<file path="config.mk">
export PLATFORM = sky130hd
export DESIGN_NAME = ext_pipe
export DESIGN_NICKNAME = d
export VERILOG_FILES = /design/src/rtl/ext_pkg.sv /design/src/rtl/ext_fifo.sv /design/src/rtl/ext_pipe.sv
export SDC_FILE = /design/constraint.sdc
export NUM_CORES = 1
export LEC_CHECK = 0
export ABC_AREA = 1
export BUFFER_PORTS_ARGS = -buffer_cell sky130_fd_sc_hd__clkbuf_2
export CAP_MARGIN = 20
export CELL_PAD_IN_SITES_DETAIL_PLACEMENT = 1
export CELL_PAD_IN_SITES_GLOBAL_PLACEMENT = 1
export CORE_MARGIN = 2
export CORE_UTILIZATION = 42
export CTS_BUF_LIST = sky130_fd_sc_hd__clkbuf_16
export DETAILED_ROUTE_END_ITERATION = 8
export PLACE_DENSITY_LB_ADDON = 0.08
export SLEW_MARGIN = 25
export SYNTH_ARGS = -nofsm -noshare
export SYNTH_HDL_FRONTEND = slang
export SYNTH_HIERARCHICAL = 1
export SYNTH_SLANG_ARGS = --single-unit
</file>
<file path="constraint.sdc">
create_clock -name clk -period 2.75 [get_ports clk]
set_clock_uncertainty 0.1 [all_clocks]
set_input_delay 0.1375 -clock clk [delete_from_list [all_inputs] [get_ports clk]]
set_output_delay 0.1375 -clock clk [all_outputs]
set_load 0.02 [all_outputs]
</file>
<file path="src/rtl/ext_pkg.sv">
// ext_pkg: shared definitions for the immediate-extension pipeline.
//   MODE_W     - width of the extension-mode field
//   ext_mode_e - extension modes: EXT_SIGN, EXT_ZERO, EXT_UPPER, EXT_BRANCH
package ext_pkg;

    localparam int MODE_W = 2;

    typedef enum logic [MODE_W-1:0] {
        EXT_SIGN   = 2'd0,
        EXT_ZERO   = 2'd1,
        EXT_UPPER  = 2'd2,
        EXT_BRANCH = 2'd3
    } ext_mode_e;

endpackage

</file>
<file path="src/rtl/ext_fifo.sv">
// ext_fifo: small FIFO result buffer with registered occupancy count.
// Parameters: WIDTH (entry width), DEPTH (entries, power of two, >= 2).
// Ports:
//   clk        in   rising-edge clock
//   reset      in   asynchronous, active-high
//   push       in   write push_data this cycle (ignored when full)
//   push_data  in   WIDTH entry to write
//   has_space  out  count < DEPTH
//   pop        in   release the head entry this cycle (ignored when empty)
//   has_data   out  count != 0
//   head       out  head entry, all zeros when empty
module ext_fifo #(
    parameter int WIDTH = 33,
    parameter int DEPTH = 2
) (
    input  logic             clk,
    input  logic             reset,
    input  logic             push,
    input  logic [WIDTH-1:0] push_data,
    output logic             has_space,
    input  logic             pop,
    output logic             has_data,
    output logic [WIDTH-1:0] head
);

    localparam int PTR_W = $clog2(DEPTH);
    localparam int CNT_W = $clog2(DEPTH + 1);
    localparam logic [CNT_W-1:0] FULL_CNT = CNT_W'(DEPTH);

    logic [WIDTH-1:0] mem [DEPTH];
    logic [PTR_W-1:0] wr_ptr;
    logic [PTR_W-1:0] rd_ptr;
    logic [CNT_W-1:0] count;
    logic             do_push;
    logic             do_pop;

    assign has_space = (count < FULL_CNT);
    assign has_data  = (count != '0);
    assign do_push   = push && has_space;
    assign do_pop    = pop && has_data;
    assign head      = has_data ? mem[rd_ptr] : '0;

    // Pointers are exactly log2(DEPTH) bits wide, so incrementing wraps modulo DEPTH.
    always_ff @(posedge clk or posedge reset) begin
        if (reset) begin
            wr_ptr <= '0;
            rd_ptr <= '0;
            count  <= '0;
        end else begin
            if (do_push) wr_ptr <= wr_ptr + PTR_W'(1);
            if (do_pop)  rd_ptr <= rd_ptr + PTR_W'(1);
            // NOTE: non-blocking assignments make every register in this block
            // update from pre-edge values, so order of statements does not matter.
            case ({do_push, do_pop})
                2'b10:   count <= count + CNT_W'(1);
                2'b01:   count <= count - CNT_W'(1);
                default: count <= count;
            endcase
        end
    end

    // NOTE: the storage is reset here because entries must read as zero after
    // reset; a plain RAM without reset would need that guarantee elsewhere.
    always_ff @(posedge clk or posedge reset) begin
        if (reset) begin
            for (int i = 0; i < DEPTH; i++) mem[i] <= '0;
        end else if (do_push) begin
            mem[wr_ptr] <= push_data;
        end
    end

endmodule

</file>
<file path="src/rtl/ext_pipe.sv">
// ext_pipe: immediate-extension unit with a DEPTH-entry result buffer.
// The extension is computed combinationally from the request and stored at
// accept, so a result reaches the output one cycle after it is accepted.
// Parameters: IMM_W (immediate width), OUT_W (result width, >= IMM_W+2),
//             DEPTH (buffer entries, power of two, >= 2).
// Configuration macro: EXT_BRANCH_MODE_EN
//   defined   - mode 3 is BRANCH (sign-extend, shift left by 2), out_err 0
//   undefined - mode 3 falls back to SIGN and flags out_err for that entry
// Ports:
//   clk        in   rising-edge clock
//   reset      in   asynchronous, active-high
//   in_valid   in   request present
//   in_ready   out  request can be accepted (buffer not full, not in reset)
//   in_imm     in   IMM_W immediate
//   in_mode    in   2-bit mode: 0 SIGN, 1 ZERO, 2 UPPER, 3 BRANCH
//   out_valid  out  buffer head holds a result
//   out_ready  in   consumer takes the head this cycle
//   out_ext    out  OUT_W extended result at head, 0 when empty
//   out_err    out  head used an unsupported mode, 0 when empty
module ext_pipe
    import ext_pkg::*;
#(
    parameter int IMM_W = 16,
    parameter int OUT_W = 32,
    parameter int DEPTH = 2
) (
    input  logic             clk,
    input  logic             reset,
    input  logic             in_valid,
    output logic             in_ready,
    input  logic [IMM_W-1:0] in_imm,
    input  logic [1:0]       in_mode,
    output logic             out_valid,
    input  logic             out_ready,
    output logic [OUT_W-1:0] out_ext,
    output logic             out_err
);

    localparam int EXT_W = OUT_W - IMM_W;

    logic [OUT_W-1:0] sign_ext;
    logic [OUT_W-1:0] zero_ext;
    logic [OUT_W-1:0] upper_ext;
    logic [OUT_W-1:0] ext_val;
    logic             ext_err;
    logic             has_space;
    logic             accept;

    assign sign_ext  = {{EXT_W{in_imm[IMM_W-1]}}, in_imm};
    assign zero_ext  = {{EXT_W{1'b0}}, in_imm};
    assign upper_ext = {in_imm, {EXT_W{1'b0}}};

`ifdef EXT_BRANCH_MODE_EN
    logic [OUT_W-1:0] branch_ext;
    // Bits shifted past OUT_W-1 are simply dropped.
    assign branch_ext = {sign_ext[OUT_W-3:0], 2'b00};
`endif

    // NOTE: defaults assigned first so every path writes both outputs and no
    // latch is inferred.
    always_comb begin
        ext_val = sign_ext;
        ext_err = 1'b0;
        case (ext_mode_e'(in_mode))
            EXT_SIGN:  ext_val = sign_ext;
            EXT_ZERO:  ext_val = zero_ext;
            EXT_UPPER: ext_val = upper_ext;
            EXT_BRANCH: begin
`ifdef EXT_BRANCH_MODE_EN
                ext_val = branch_ext;
`else
                ext_val = sign_ext;
                ext_err = 1'b1;
`endif
            end
        endcase
    end

    // Ready depends only on the registered count (and reset), never on out_ready.
    assign in_ready = has_space && !reset;
    assign accept   = in_valid && in_ready;

    ext_fifo #(
        .WIDTH(OUT_W + 1),
        .DEPTH(DEPTH)
    ) u_fifo (
        .clk       (clk),
        .reset     (reset),
        .push      (accept),
        .push_data ({ext_err, ext_val}),
        .has_space (has_space),
        .pop       (out_ready),
        .has_data  (out_valid),
        .head      ({out_err, out_ext})
    );

endmodule

</file>
# Word-level counts from Yosys, hierarchy flattened
# Cells that the tools add are included.
[totals]
output_inout_bits = 35
in_bits = 22
word_cells = 40
reg_bits = 70
[classes]
bitwise_logic = 2
magnitude_cmp = 4
muxes = 10
reduce_logical = 10
n_addsub = 4
n_eq_ne = 5
[op_table]
columns = ["cell", "count"]
rows = [
  ["$mux W33", 5],
  ["$pmux W32 S3", 1],
  ["$bwmux W66", 1],
  ["$demux W33 S1", 1],
  ["$eq A2 B2 Y1 const B", 3],
  ["$logic_and A1 B1 Y1", 5],
  ["$eq A2 B1 Y1 const B", 2],
  ["$ge A2 B2 Y1 const B", 2],
  ["$not A1 Y2", 2],
  ["$pmux W2 S2", 1],
  ["$reduce_bool A2 Y1", 2],
  ["$add A1 B1 Y1 const B", 2],
  ["$add A2 B1 Y2 const B", 1],
  ["$logic_not A2 Y1", 1],
  ["$lt A2 B1 Y1 const B", 1],
  ["$lt A2 B2 Y1 const B", 1],
  ["$reduce_or A2 Y1", 1],
  ["$sub A2 B1 Y2 const B", 1],
  ["$logic_not A1 Y1", 1],
  ["$mux W1", 1],
]

# Longest topological paths before layout
[depth]
depth_word = 6
ltp_mapped = 10
mapped_depth_nobuf = 10

# Cells and area by module
# Netlist, hierarchy kept.
[modules_own_cells]
columns = ["module", "cells_each", "seq_area_each_um2", "area_each_um2", "n_inst"]
rows = [
  ["ext_fifo", 384, 1751.7, 3263.1, 1],
  ["ext_pipe", 80, 0.0, 456.7, 1],
]

# Worst setup path before layout
# Ideal clock, no wire load.
[synth_timing]
path_kind = "reg2reg"
from = "reg u_fifo.count[1]"
to = "reg u_fifo.count[1]"
n_path_buf = 0
required_ns = 2.533
path_slack_ns = 0.828
synth_period_minus_slack_ns = 1.922
setup_ns = 0.117
arrival_time_ns = 1.705
stages_incl_launch_ff = 10
path_cell_list = "dfrtp_1 > inv_2 > inv_1 > nor3b_1 > nand2_1 > ha_1 > inv_1 > nand3_1 > nand2_1 > nand2_1"
[synth_via]
elab_chain_cells = 6
word_cells_on_any_way = 12
cone_classes = "add/sub (2); order compare (1); eq/ne (2); mux (1); reduce/logical (6)"
[synth_rtl]
columns = ["item", "line_no", "rtl"]
rows = [
  ["start: declaration", "ext_fifo.sv:33", "logic [CNT_W-1:0] count;"],
  ["start signal: assignment", "ext_fifo.sv:55", "2'b10: count <= count + CNT_W'(1);"],
  ["start signal: assignment", "ext_fifo.sv:56", "2'b01: count <= count - CNT_W'(1);"],
  ["start signal: assignment", "ext_fifo.sv:57", "default: count <= count;"],
  ["$lt A2 B2 Y1 *", "ext_fifo.sv:37", "assign has_space = (count < FULL_CNT);"],
  ["named net has_space", "ext_pipe.sv:46", "logic has_space;"],
  ["$logic_and A1 B1 Y1 *", "ext_pipe.sv:80", "assign in_ready = has_space && !reset;"],
  ["$logic_and A1 B1 Y1 *", "ext_pipe.sv:81", "assign accept = in_valid && in_ready;"],
  ["named net accept", "ext_pipe.sv:47", "logic accept;"],
  ["$logic_and A1 B1 Y1 *", "ext_fifo.sv:39", "assign do_push = push && has_space;"],
  ["$eq A2 B1 Y1 or $eq A2 B2 Y1 (tied branches)", "ext_fifo.sv:54", "case ({do_push, do_pop})"],
  ["$pmux W2 S2 or $reduce_bool A2 Y1 (tied branches)", "n/a", ""],
]
# The timed path passes the listed nets; every way through them passes the cells marked *.
# A chain may end at the register's enable or synchronous reset.

# Worst setup path after layout
[layout_timing]
from = "reg u_fifo.count[1]"
to = "reg u_fifo/mem[50] in the netlist's numbering"
[layout_via]
elab_chain_cells = 4
[layout_rtl]
columns = ["item", "line_no", "rtl"]
rows = [
  ["$lt A2 B2 Y1", "ext_fifo.sv:37", ""],
  ["named net has_space", "ext_pipe.sv:46", ""],
  ["$logic_and A1 B1 Y1", "ext_pipe.sv:80", ""],
  ["$logic_and A1 B1 Y1", "ext_pipe.sv:81", ""],
  ["named net accept", "ext_pipe.sv:47", ""],
  ["$logic_and A1 B1 Y1", "ext_fifo.sv:39", ""],
  ["end signal: indexed assignment", "ext_fifo.sv:68", "mem[wr_ptr] <= push_data;"],
  ["end: declaration", "ext_fifo.sv:30", "logic [WIDTH-1:0] mem [DEPTH];"],
]
# The timed path passes the listed nets, and every way through them passes these cells.

==> impl_results.md <==
- Power density over cell area: 1140 nW/um2
- First-pass iteration count of the detailed router: 4
- Core area: 8640 um2
- Max-slew violation count: 0
- WHS: 0.0493 ns
- Hold Startpoint: out_ready
- Boundary Pins: 57
- Critical path cell sequence: inv_2, inv_1, nor3b_1, nand3b_4, nand2_1, o21ai_2
- Total global-route track usage: 0.213
- Synth-to-layout area growth: 13.7%
- Critical path's slowest cell: nand3b_4
- Post-synthesis register bit count: 70
- Layout cells sized above 1: 0.236
- Post-Syn Instances: 464
- RSZ-0062 raised after global routing: false
- Initial Util: 0.431
- WL/cell: 15.6 um
- CP Class: reg2reg
- Post-place setup slack: 0.362 ns
- Cell variety after synth: 26
- Initial antenna violation count: 0
- Worst slew margin: 0.410
- GR peak layer: met2
- Clock buffer count from CTS: 9
- Final Hold Fails: 0
- CTS Hold Bufs: 1
- CTS tree: yes
- Register Area: 1750 um2
- Maximum VDD drop: 0.345 mV
- Worst Setup End Kind: flip-flop
- Area of the multi-input gates: 1500 um2
- Seq/Total Area, Yosys: 0.471
- Worst r2r path cells: 6
- Largest stage delay on the critical path: 0.68 ns
- Met2 Usage GRT: 0.339
- Placed Area: 3960 um2
- Worst Path Required: 2.84 ns
- Count of final setup violators: 0
- Least-Margin Pin Slew: 0.885 ns
- Setup_tns: 0 ns
- Congestion Overflow GR: 0
- H-tree depth: 3
- Largest net degree at the start of global routing: 68
- Drt first-iter violations: 113
- Post CTS Setup Buffer Count: 0
- Post-layout instance area: 4230 um2
- Worst setup path start: u_fifo/count[1]
- M1 GR Usage: 0.296
- Critical Path Stages: 6
- Vias: 3100
- Crit-path leading delay family: simple AND/OR/NAND/NOR gates
- Final Critical Period: 2.41 ns
- Pwr Total: 4.84 mW
- Die Wd: 98.1 um
- Syn Area/Cell: 8.02 um2
- First-pass GRT wire length: 16200 um
- Max Fanout on Critical Path: 67
- Worst hold-check path type: in2reg
- Predominant post-synthesis flop cell: dfrtp_1
- PnR worst setup slack: 0.338 ns
- Fill cells: 1114
- Syn Std Cell Area: 3720 um2
- Clk_lat worst skew: 0.33 ns
- Rows: 34
- Diode count: 0
- EDFF count, synth: 0
- Syn Nets: 490
- Post-route ant nets: 0
- Reg-to-Reg Start: u_fifo/count[1]
- Vias/cell: 5.00
- Warnings from Yosys: 6
- Clk buf depth: 2
- WP buf/inv: 2
- Gpl congestion: 0.786
- Clock sink total: 70
- Static leakage: 2.10 nW
- Startpoint type of the worst setup path: flip-flop
- CTS resizes: 0
- CTS Root Buffer Type: clkbuf_16
- Final period utilization: 0.877
- Number of global-route vias before repair: 3144
- Met3 usage: 0.0444
- DRC violations left: 0
- Nets: 534
- IO buf count: 56
- Final HPWL DP: 6280 um
- Height of the die: 98.1 um
- FFs w/ async S/R, synth: 1.00
- Die area: 9630 um2
- Status: finished, final reports clean
- Hold path depth: 4
- Worst Path Arrival: 2.50 ns
- Reg clk slew, reported paths: 0.06 ns
- Final WL: 9660 um
- Max Clk Rate: 415 MHz
- Maxcap violations: 0
kinds of logic (layout without fill, tap and decap cells):
group | count (synthesis) | in the layout | share of synthesized area
AND/OR/NAND/NOR | 183 | 183 | 0.203
flip-flops | 70 | 70 | 0.471
buffers and inverters | 90 | 138 | 0.126
AO/OA/AOI/OAI | 116 | 116 | 0.184
XOR/XNOR | 1 | 1 | 0.00235
adder cells (fa/ha/maj) | 4 | 4 | 0.0135
synthesized netlist by cell type (4+ instances only):
cell,count,area share
a21oi_1,39,0.052
a21oi_2,10,0.024
buf_2,11,0.015
buf_4,6,0.012
buf_6,11,0.033
dfrtp_1,70,0.47
ha_1,4,0.013
inv_1,58,0.059
nand2_1,157,0.16
nor2_1,8,0.0081
nor2_2,11,0.019
o21ai_0,7,0.0094
o21ai_1,42,0.057
o21ai_2,18,0.042
cells in the final DEF, fill, tap and decap left out:
cell	synthesis	layout
nand2_1	157	157
nor3b_1	1	1
o21ai_0	7	7
o21ai_1	42	42
buf_4	6	4
inv_2	1	2
buf_12	0	2
nor2_1	8	8
dfrtp_1	70	70
clkinv_1	1	1
a21oi_1	39	39
nand3b_4	1	1
clkinv_2	0	4
a21oi_2	10	10
dlygate4sd3_1	0	1
nor2_2	11	11
o21ai_2	18	18
nand2_2	1	1
nor2_4	1	1
nand3_1	1	1
clkinvlp_4	0	1
ha_1	4	4
xnor2_1	1	1
clkbuf_2	1	56
nand4_1	1	1
nand3_2	1	1
inv_1	58	58
clkbuf_16	0	9
cell type report:
type / count / share of cell area
flip-flops and latches: 70 / 0.414
inverters: 60 / 0.0533
clock inverters: 6 / 0.00740
repair buffers: 63 / 0.0852
well taps: 108 / 0.0320
multi-input cells: 304 / 0.355
clock buffers: 9 / 0.0533
final timing paths:
kind,end,slack [ns]
setup / recovery,u_fifo/mem[50],0.34
hold / removal,u_fifo/rd_ptr,0.05
setup reg to reg,u_fifo/mem[50],0.34
hold reg to reg,u_fifo/mem[3],0.38
max in group asynchronous,u_fifo/mem[58],1.52
min in group asynchronous,u_fifo/count[1],0.37
flip-flops by register name, indices dropped and copies added, names as in the netlist:
signal	flops
u_fifo/count	2
u_fifo/rd_ptr	1
u_fifo/wr_ptr	1
u_fifo/mem	66
worst reg2reg max path: cells and delay by family, from the launching register on:
kind                   cells  cell delay [ns]
and+or+nand+nor            3             1.48
DFF                        1             0.41
buffers and inverters      2             0.20
AOI/OAI and AO/OA          1             0.08
metrics by stage:
stage                     cells  utilization
after floorplan             464            -
after global placement      604        0.459
after detailed placement    604        0.459
after CTS                   620        0.490
after global routing        620        0.490
final                       620        0.490
layer usage:
layer	wire [um]	part of all wire	up-vias
met5	0	0	-
li1	-	-	1529
met2	4660	0.48	38
met1	4630	0.48	1529
met3	311	0.032	4
met4	51	0.0053	0
report_power, final:
group | internal (mW) | switching (mW) | leakage (nW)
sequential | 1.50 | 0.258 | 0.912
clock | 0.594 | 0.423 | 0.132
combinational | 0.690 | 1.38 | 1.06
Note: power is estimated with default switching activity, not from simulation.
